==> src/rtl/cpu_issue_sequencer.sv <==
// cpu_issue_sequencer: FIFO-buffered command sequencer that drives the cpu datapath and captures its result
module cpu_issue_sequencer #(
    parameter int DEPTH = 8,
    parameter int CMD_W = 52
) (
    input  logic                     clk,
    input  logic                     rst,
    input  logic [CMD_W-1:0]         cmd_in,
    input  logic                     cmd_valid,
    output logic                     cmd_ready,
    output logic [4:0]               addressA,
    output logic [4:0]               addressB,
    output logic [31:0]              dataIn,
    output logic [1:0]               opsel,
    output logic [1:0]               outsel,
    output logic                     asel,
    output logic                     bsel,
    output logic                     oen,
    input  logic [31:0]              cpu_out,
    input  logic                     cpu_over,
    output logic [31:0]              res_data,
    output logic                     res_over,
    output logic                     res_valid,
    output logic                     busy,
    output logic [$clog2(DEPTH):0]   level
);
    localparam int AW = $clog2(DEPTH);
    localparam logic [AW:0] FULL = (AW+1)'(DEPTH);
    // oen=0, bsel=1, asel=1, everything else zero
    localparam logic [48:0] NOP = {1'b0, 1'b1, 1'b1, 46'd0};

    typedef enum logic {IDLE, ISSUE} state_t;

    state_t           r_state;
    logic [CMD_W-1:0] r_mem [DEPTH];
    logic [AW-1:0]    r_wptr;
    logic [AW-1:0]    r_rptr;
    logic [AW:0]      r_level;
    logic [48:0]      r_issue;
    logic [2:0]       r_cnt;
    logic [31:0]      r_res_data;
    logic             r_res_over;
    logic             r_res_valid;
    logic             w_push;
    logic             w_pop;
    logic             w_last;
    logic [CMD_W-1:0] w_head;

    assign cmd_ready = r_level != FULL;
    assign w_push    = cmd_valid && cmd_ready;
    assign w_last    = (r_state == ISSUE) && (r_cnt == 3'd0);
    // registered level means a same-cycle push into an empty FIFO is never popped
    assign w_pop     = (r_level != '0) && ((r_state == IDLE) || w_last);
    assign w_head    = r_mem[r_rptr];
    assign {oen, bsel, asel, outsel, opsel, addressB, addressA, dataIn} = r_issue;
    assign res_data  = r_res_data;
    assign res_over  = r_res_over;
    assign res_valid = r_res_valid;
    assign busy      = (r_state == ISSUE) || (r_level != '0);
    assign level     = r_level;

    // command storage, no reset needed since level gates every read
    always_ff @(posedge clk) begin
        if (w_push) r_mem[r_wptr] <= cmd_in;
    end

    // FIFO pointers and occupancy
    always_ff @(posedge clk) begin
        if (rst) begin
            r_wptr  <= '0;
            r_rptr  <= '0;
            r_level <= '0;
        end else begin
            r_wptr  <= w_push ? r_wptr + 1'b1 : r_wptr;
            r_rptr  <= w_pop ? r_rptr + 1'b1 : r_rptr;
            r_level <= r_level + (AW+1)'(w_push) - (AW+1)'(w_pop);
        end
    end

    // issue FSM: hold each command for hold+1 cycles, then capture the cpu result
    always_ff @(posedge clk) begin
        if (rst) begin
            r_state     <= IDLE;
            r_issue     <= NOP;
            r_cnt       <= '0;
            r_res_data  <= '0;
            r_res_over  <= 1'b0;
            r_res_valid <= 1'b0;
        end else begin
            r_res_valid <= w_last && r_issue[48];
            if (w_last && r_issue[48]) begin
                r_res_data <= cpu_out;
                r_res_over <= cpu_over;
            end
            if (w_pop) begin
                r_state <= ISSUE;
                r_issue <= w_head[48:0];
                r_cnt   <= w_head[51:49];
            end else if (w_last) begin
                r_state <= IDLE;
                r_issue <= NOP;
            end else if (r_state == ISSUE) begin
                r_cnt <= r_cnt - 3'd1;
            end
        end
    end
endmodule

==> config.mk <==
export PLATFORM = sky130hd
export DESIGN_NAME = cpu_issue_sequencer
export DESIGN_NICKNAME = d
export VERILOG_FILES = /design/src/rtl/cpu_issue_sequencer.sv
export SDC_FILE = /design/constraint.sdc
export NUM_CORES = 1
export LEC_CHECK = 0
export BUFFER_PORTS_ARGS = -buffer_cell sky130_fd_sc_hd__buf_2
export CAP_MARGIN = 25
export CORE_MARGIN = 2
export CORE_UTILIZATION = 44
export CTS_CLUSTER_DIAMETER = 60
export CTS_CLUSTER_SIZE = 25
export DETAILED_ROUTE_END_ITERATION = 7
export PLACE_DENSITY_LB_ADDON = 0.2
export SYNTH_ARGS = -nofsm -noshare
export SYNTH_HDL_FRONTEND = slang
export SYNTH_SLANG_ARGS = --single-unit
==> constraint.sdc <==
create_clock -name clk -period 10.57 [get_ports clk]
set_clock_uncertainty 0.2 [all_clocks]
set_input_delay 1.057 -clock clk [delete_from_list [all_inputs] [get_ports clk]]
set_output_delay 1.057 -clock clk [all_outputs]
set_load 0.02 [all_outputs]
# ---- After elaboration in Yosys (flattened, before gate mapping)
# Memories as Yosys holds them, arrays and structs flattened. A register that Yosys moved wholly into a read port is not among the register bits.
# Cells that the tools add are included.
dict set report word_totals {
  regBits 97
  out_inout_bits 89
  memories 1
  elab_cells 40
  mem_bits_rw 416
  in_bits 88
}
# memory depth word_bits read_ports rd_ports_with_merged_regs wr line_no
set mem_list {}
lappend mem_list {r_mem 8 52 1 1 1 35} ;# logic [CMD_W-1:0] r_mem [DEPTH];
dict set report op_classes {
  n_addsub 5
  eq_ne 2
  n_mux 11
  bitwise_logic 1
  reduce_logical 11
}
# operator n
set ops {}
lappend ops {{$mux W49} 2}
lappend ops {{$mux W3} 5}
lappend ops {{$add A3 B1 Y3 const B} 2}
lappend ops {{$add A4 B1 Y4} 1}
lappend ops {{$logic_and A1 B1 Y1} 4}
lappend ops {{$mux W1} 4}
lappend ops {{$ne A4 B4 Y1 const B} 1}
lappend ops {{$reduce_bool A2 Y1} 2}
lappend ops {{$reduce_bool A4 Y1} 1}
lappend ops {{$sub A4 B1 Y4} 1}
lappend ops {{$logic_not A3 Y1} 1}
lappend ops {{$sub A3 B1 Y3 const B} 1}
lappend ops {{$logic_or A1 B1 Y1} 2}
lappend ops {{$ne A2 B2 Y1 const B} 1}
lappend ops {{$reduce_and A2 Y1} 1}
lappend ops {{$not A1 Y1} 1}

# ---- Longest topological paths before layout
# Gate-level depths: netlist of run 1.
dict set report logic_depth {
  ltp_word 6
  depth_mapped 12
  mapped_depth_nobuf 11
}

# ---- Least setup slack after synthesis of run 1
# No wires, ideal clock.
dict set report synth_timing {
  path_kind {reg2reg}
  start {register r_level[2] (netlist: level[2])}
  end {memory r_mem[0][0], enable pin}
  setup_ns 0.526
  period_less_slack_ns 5.951
  stages_incl_launch_ff 8
  setup_slack_ns 4.619
  required_ns 9.844
  path_buffers 1
  arrival_time_ns 5.225
  path_cell_list {dfxtp_1 -> inv_1 -> ha_1 -> or3b_2 -> clkbuf_1 -> nand2_1 -> or2_2 -> nor3_1}
}
dict set report synth_via {
  elab_chain_len 4
}
# element line_no
set synth_rtl {}
lappend synth_rtl {{start: declaration} 38} ;# logic [AW:0] r_level;
lappend synth_rtl {{start signal: assignment} 76} ;# r_level <= r_level + (AW+1)'(w_push) - (AW+1)'(w_pop);
lappend synth_rtl {{$ne A4 B4 Y1} 49} ;# assign cmd_ready = r_level != FULL;
lappend synth_rtl {{via cmd_ready} 10} ;# output logic cmd_ready,
lappend synth_rtl {{$logic_and A1 B1 Y1} 50} ;# assign w_push = cmd_valid && cmd_ready;
lappend synth_rtl {{$mux W1} 64} ;# if (w_push) r_mem[r_wptr] <= cmd_in;
lappend synth_rtl {{$mux W1 (implied by the code)} 64}
lappend synth_rtl {{end: declaration} 35}
# The timed path passes the listed nets, and every way through them passes these cells.

# ---- Final worst setup path of run 1
dict set report layout_timing {
  start {register r_level[2] (netlist: level[2])}
  end {output port cmd_ready}
}
dict set report layout_via {
  elab_chain_len 1
}
# element line_no
set layout_rtl {}
lappend layout_rtl {{$ne A4 B4 Y1} 49}
lappend layout_rtl {{end: declaration} 10}
# No other way between the ends.

==> flow_summary.yaml, run 1 <==
place:
  placed_area_sq_um: 20580
  io_buffers: 176
  dp.final_hpwl_um: 20250
  place_inst: 1689
  place_congestion: 0.7326
clock_tree:
  root_buffer: "clkbuf_16"
  cts_htree_levels: 2
  hold_buffers: 0
  clk_pin_slew_ps: 80
  clk_latency_ps: 570
  cts_buffer_depth: 3
  cts.repair.resized: 0
  cts_setup_buffers: 0
  cts.sinks: 516
  numCtsBuffers: 35
  tritoncts: "built"
setup_path:
  r2r_cells: 4
  cp.required_ps: 9310
  start_kind: "flop"
  critPathArrivalTime_ps: 1860
  worstSetupPathType: "flop to output pin"
  setup.worst_path.end_class: "output pin"
  path_max_fanout: 5
yosys:
  synth_edf_count: 416
  ys_seq_area_frac: 0.7603
  ys_ff_latch: 516
  synthFlopType: "edfxtp_1"
  syn-num-nets: 1067
  postSynthAreaPerCell_sq_um: 19.69
  synthCells: 968
  netlist_area_sq_um: 19060
  ys_types: 39
  ys.warnings.count: 0
  ys_async_sr_fraction: 0
cells_and_area:
  stdcell_area_sq_um: 21770
  areaGrowthSynthToFinish_pct: 14.19
  drive_gt1_frac: 0.3168
  instances_no_fill: 1755
  fin_nets: 1241
drt:
  routedWlPerCell_um: 21.44
  vias_per_cell: 5.255
  ant_nets: 0
  drc: 0
  vias: 9222
  routed_wl_um: 37640
  drtIter0Drc: 658
  dr.pass1.iters: 6
die:
  start_util: 0.4445
  core_sq_um: 42890
  ios: 177
  die_w_um: 212.2
  rows: 76
  die_area_sq_um: 45010
  die_h_um: 212.2
timing:
  slew_violations: 0
  hold_violations: 0
  fmaxAchievable_ghz: 0.3212
  layout_min_cycle_time_ps: 3113
  fin_crit_sh: 0.2945
  setup_violations: 0
  maxSlewHeadroom: 0.3307
  grt_setup_unrepaired: "false"
  fin_setup_tns_ps: 0
  tightest_slew_ps: 1002
global_route:
  antenna_found_initial: 3
  grt_max_degree: 57
  gr-usage-all-layers: 0.1696
  use_met3: 0.03427
  grt.met2_usage: 0.2814
  top_usage_layer: "met2"
  first_global_vias: 9378
  grt_overflow: 0
  grt_first_pass_wirelength_um: 56910
  met1_usage: 0.2331
run:
  maxCapViolations: 0
pwr:
  pwr_density_cell_nw_per_um2: 242.3
  p_leak_nw: 7.134
  vdd_ir_drop_max_mv: 0.1320
min_path:
  worstHoldPathType: "flop to flop"
  holdPathStages: 2
run_status:
  status: "finished clean"
==> power breakdown <==
part           switching (mW)  total, mW  internal (mW)  leakage (nW)
clock network           0.729       1.40          0.675         0.564
registers               0.182       2.59           2.41          4.60
logic                   0.695       1.28          0.584          1.97
total                    1.61       5.27           3.67          7.13
==> state kept, by name, summed over array words and instances (netlist names), named ones only <==
signal     flops
res_over       1
r_mem        416
r_state        1
r_rptr         3
level          4
r_wptr         3
r_issue       49
r_cnt          3
res_data      32
res_valid      1
==> critical path, cell delays in order, from the launching register on <==
cell	delay (ps)
dfxtp_1	320
inv_1	110
ha_1	170
or3b_2	510
buf_2	190
==> area by class of cell <==
type                            count  area, sq um
Tap cell                          585        732.0
Multi-Input combinational cell    384         4295
Inverter                           13        48.80
Clock inverter                     25        279.0
Clock buffer                       38        887.1
Timing Repair Buffer              192         1016
Sequential cell                   516        14510
Antenna cell                        2        5.005
Fill cell                        3487        21120
==> through the flow <==
stage / hold slack [ps] / power [mW] / utilization / setup slack (ps)
after floorplan: 262.2 / 3.549 / - / 4619
after global placement: 239.3 / 3.933 / 0.4796 / 7052
after detailed placement: 242.5 / 3.949 / 0.4799 / 6986
after CTS: 255.6 / 5.358 / 0.5071 / 7405
after global routing: 270.6 / 5.534 / 0.5075 / 7326
final: 251.8 / 5.274 / 0.5076 / 7457
==> cell families (layout without fill, tap and decap cells) <==
family / count (synthesis) / after routing / synth area share
flops: 516 / 516 / 0.7603
mux: 159 / 159 / 0.1506
simple gates: 111 / 111 / 0.02481
compound gates: 98 / 98 / 0.03656
buf+inv: 68 / 268 / 0.01779
fa+ha+maj: 11 / 11 / 0.007614
xor+xnor: 5 / 5 / 0.002298
other cells: 0 / 2 / 0
==> cells in the mapped netlist (2+ instances only) <==
cell / instances / area, sq um
edfxtp_1: 416 / 12490
mux4_2: 102 / 2297
dfxtp_1: 100 / 2002
nand2_1: 72 / 270.3
mux2i_1: 54 / 540.5
o2bb2ai_1: 47 / 411.6
a21oi_1: 40 / 200.2
buf_2: 19 / 95.09
clkbuf_1: 18 / 67.56
nor2_1: 17 / 63.81
inv_1: 13 / 48.80
buf_4: 12 / 90.09
ha_1: 10 / 125.1
nand3_1: 6 / 30.03
buf_1: 4 / 15.01
nand2b_1: 4 / 25.02
nor2b_1: 4 / 25.02
mux2_2: 3 / 33.78
xnor2_1: 3 / 26.28
a2bb2oi_1: 2 / 17.52
buf_6: 2 / 22.52
nor3_1: 2 / 10.01
xor2_1: 2 / 17.52
==> final timing paths <==
check | from | slack (ps) | endpoint
max | level[2] | 7460 | cmd_ready
min | res_data[30] | 250 | res_data[30]
max reg2reg | flop | 7620 | r_issue[47]
min reg2reg | res_data[30] | 250 | res_data[30]
==> metal layers <==
layer / wire length, um / vias to the layer above / share of wire
met4: 601 / 4 / 0.016
met1: 16780 / 4759 / 0.45
met2: 18390 / 204 / 0.49
li1: - / 4211 / -
met3: 1851 / 44 / 0.049
met5: 18 / - / 0.00048
==> placed cells by master (no fill, tap or decap), types with 3 or more instances in the layout <==
cell type and instances:
nand3_1 6, a21oi_1 40, clkinv_8 5, dfxtp_4 3, inv_8 4, mux4_2 102, buf_4 14, edfxtp_1 416
nor2_4 6, buf_2 176, clkbuf_1 3, nor2b_1 4, nand2b_1 3, ha_1 10, inv_6 8, inv_1 13
clkinv_1 3, clkbuf_16 35, mux2_2 3, nand2_1 72, o2bb2ai_1 47, nor2_1 11, xnor2_1 3, mux2i_1 54
dfxtp_1 97
No activity file was read; power rests on OpenSTA's default activity.
==> run 2, diff against run 1 <==
- clock period: 10.57 -> 3 ns (I/O delays scaled with it)
==> flow_summary.yaml, run 2 (synthesis results as in run 1) <==
drt:
  routed_wl_um: 38550
  vias_per_cell: 5.207
  dr.pass1.iters: 5
  drtIter0Drc: 740
  vias: 9674
  drc: 0
  ant_nets: 0
  routedWlPerCell_um: 20.75
die:
  die_h_um: 212.2
  ios: 177
  rows: 76
  die_area_sq_um: 45010
  die_w_um: 212.2
  start_util: 0.4445
  core_sq_um: 42890
setup_path:
  path_max_fanout: 5
  crit_family: "adder cells"
  start_kind: "flop"
  rrSetupSlack_ps: 410
  r2r-start: "level[2]"
  r2r_cells: 11
  worstSetupPathType: "flop to flop"
  cp.required_ps: 3210
  r2r_end: "level[2]"
  crit_buf_inv: 3
  critPathMaxStageDelay_ps: 520
  path_cells: "inv_2, ha_1, or3b_2, nand2_4, ha_1, inv_1, ha_1, inv_1, fa_1, xor2_1, nor2_1"
  cp_slowest_cell: "or3b_2"
  path_common_cell: "ha_1"
  critPathArrivalTime_ps: 2800
  setup.worst_path.end_class: "flop"
min_path:
  holdPathStages: 2
  worstHoldPathType: "flop to flop"
  worstHoldStart: "res_data[28]"
  hold_end: "res_data[28]"
cells_and_area:
  utilization: 0.5338
  num-fill-cells: 3419
  drive_gt1_frac: 0.3071
  final_common_cell: "edfxtp_1"
  largest_reg_flops: 416
  final_cell_mix: "edfxtp_1 (416), buf_2 (176), mux4_2 (102)"
  multi_input_area_sq_um: 4323
  largest-register: "r_mem"
  fin_nets: 1345
  instances_no_fill: 1858
  seq_area_sq_um: 14510
  areaGrowthSynthToFinish_pct: 20.10
timing:
  fmaxAchievable_ghz: 0.3861
  tightest_slew_ps: 530.8
  fin_setup_tns_ps: 0
  grt_setup_unrepaired: "false"
  fin_crit_sh: 0.8633
  maxSlewHeadroom: 0.6461
  holdWs_ps: 252.1
  setup_violations: 0
  layout_min_cycle_time_ps: 2590
  hold_violations: 0
  slew_violations: 0
run_status:
  status: "finished clean"
place:
  place_inst: 1706
  io_buffers: 176
  place_congestion: 0.6951
  dp.final_hpwl_um: 21510
global_route:
  top_usage_layer: "met2"
  met1_usage: 0.2439
  grt_first_pass_wirelength_um: 58880
  antenna_found_initial: 4
  gr-usage-all-layers: 0.1749
  grt.met2_usage: 0.2866
  grt_overflow: 0
  use_met3: 0.03323
  grt_max_degree: 53
  first_global_vias: 9863
pwr:
  p_leak_nw: 7.614
  vdd_ir_drop_max_mv: 0.5389
  pwr_density_cell_nw_per_um2: 821.1
  total_power_mw: 18.80
clock_tree:
  cts_setup_buffers: 0
  cts_htree_levels: 2
  root_buffer: "clkbuf_16"
  numCtsBuffers: 35
  tritoncts: "built"
  clk_pin_slew_ps: 70
  cts_buffer_depth: 3
  cts.sinks: 516
  clk_latency_ps: 550
run:
  maxCapViolations: 0
[run 2: changes by cell type in the layout (fill, tap and decap cells not counted), moves of 2 or more]
cell / before / now
clkinv_8: 5 / 1
dlygate4sd3_1: 0 / 88
buf_12: 0 / 13
buf_4: 14 / 19
nor3_4: 0 / 2
nor3_2: 2 / 0
clkbuf_1: 3 / 1
clkinv_2: 0 / 5
buf_8: 2 / 0
[run 2: timing repair]
action | in CTS | in global routing
gates resized for setup | 0 | 0
hold buffers | 88 | 0
hold endpoints to repair | 464 | 0
[run 2: where the power goes]
group	internal, mW	switching [mW]	total (mW)
registers	8.48	0.486	8.97
logic	2.32	2.68	5.00
clock network	2.33	2.50	4.83
total	13.1	5.66	18.8
[run 2: layer usage]
metal  vias up  routed length [um]
met5         -                  11
met4         2                 699
met3        52                1923
met2       229               18440
met1      4962               17480
li1       4429                   -
[run 2: final cells by class]
type                    instances  share of cell area
diodes                          3           0.0003279
clock buffers                  36             0.03842
clock inverters                25             0.01006
inverters                      13            0.002131
multi-input cells             384              0.1888
flip-flops and latches        516              0.6337
well taps                     585             0.03197
repair buffers                296             0.09455
[run 2: worst max path at each step]
stage | from | endpoint | slack [ps] | depth (start not counted)
after global routing | level[2] | level[2] | 290 | 11
after CTS | level[2] | level[2] | 400 | 11
after global placement | level[2] | level[2] | 450 | 11
final | level[2] | level[2] | 410 | 11
after floorplan | level[2] | r_mem[0][0] | -220 | 7
after detailed placement | level[2] | level[2] | 420 | 11
[run 2: per-stage QoR]
stage / setup WS, ps / instance area (sq um)
global route: 291.0 / 22890
finish: 410.0 / 22890
detailed placement: 423.5 / 20900
floorplan: -215.7 / 19140
global placement: 446.3 / 20900
CTS: 399.3 / 22890
[run 2: worst register-to-register path: cells and delay by family (launching register included)]
kind | cells | cell delay [ps]
fa+ha+maj | 4 | 910
simple gates | 3 | 690
flops | 1 | 340
buf+inv | 3 | 180
xor+xnor | 1 | 150
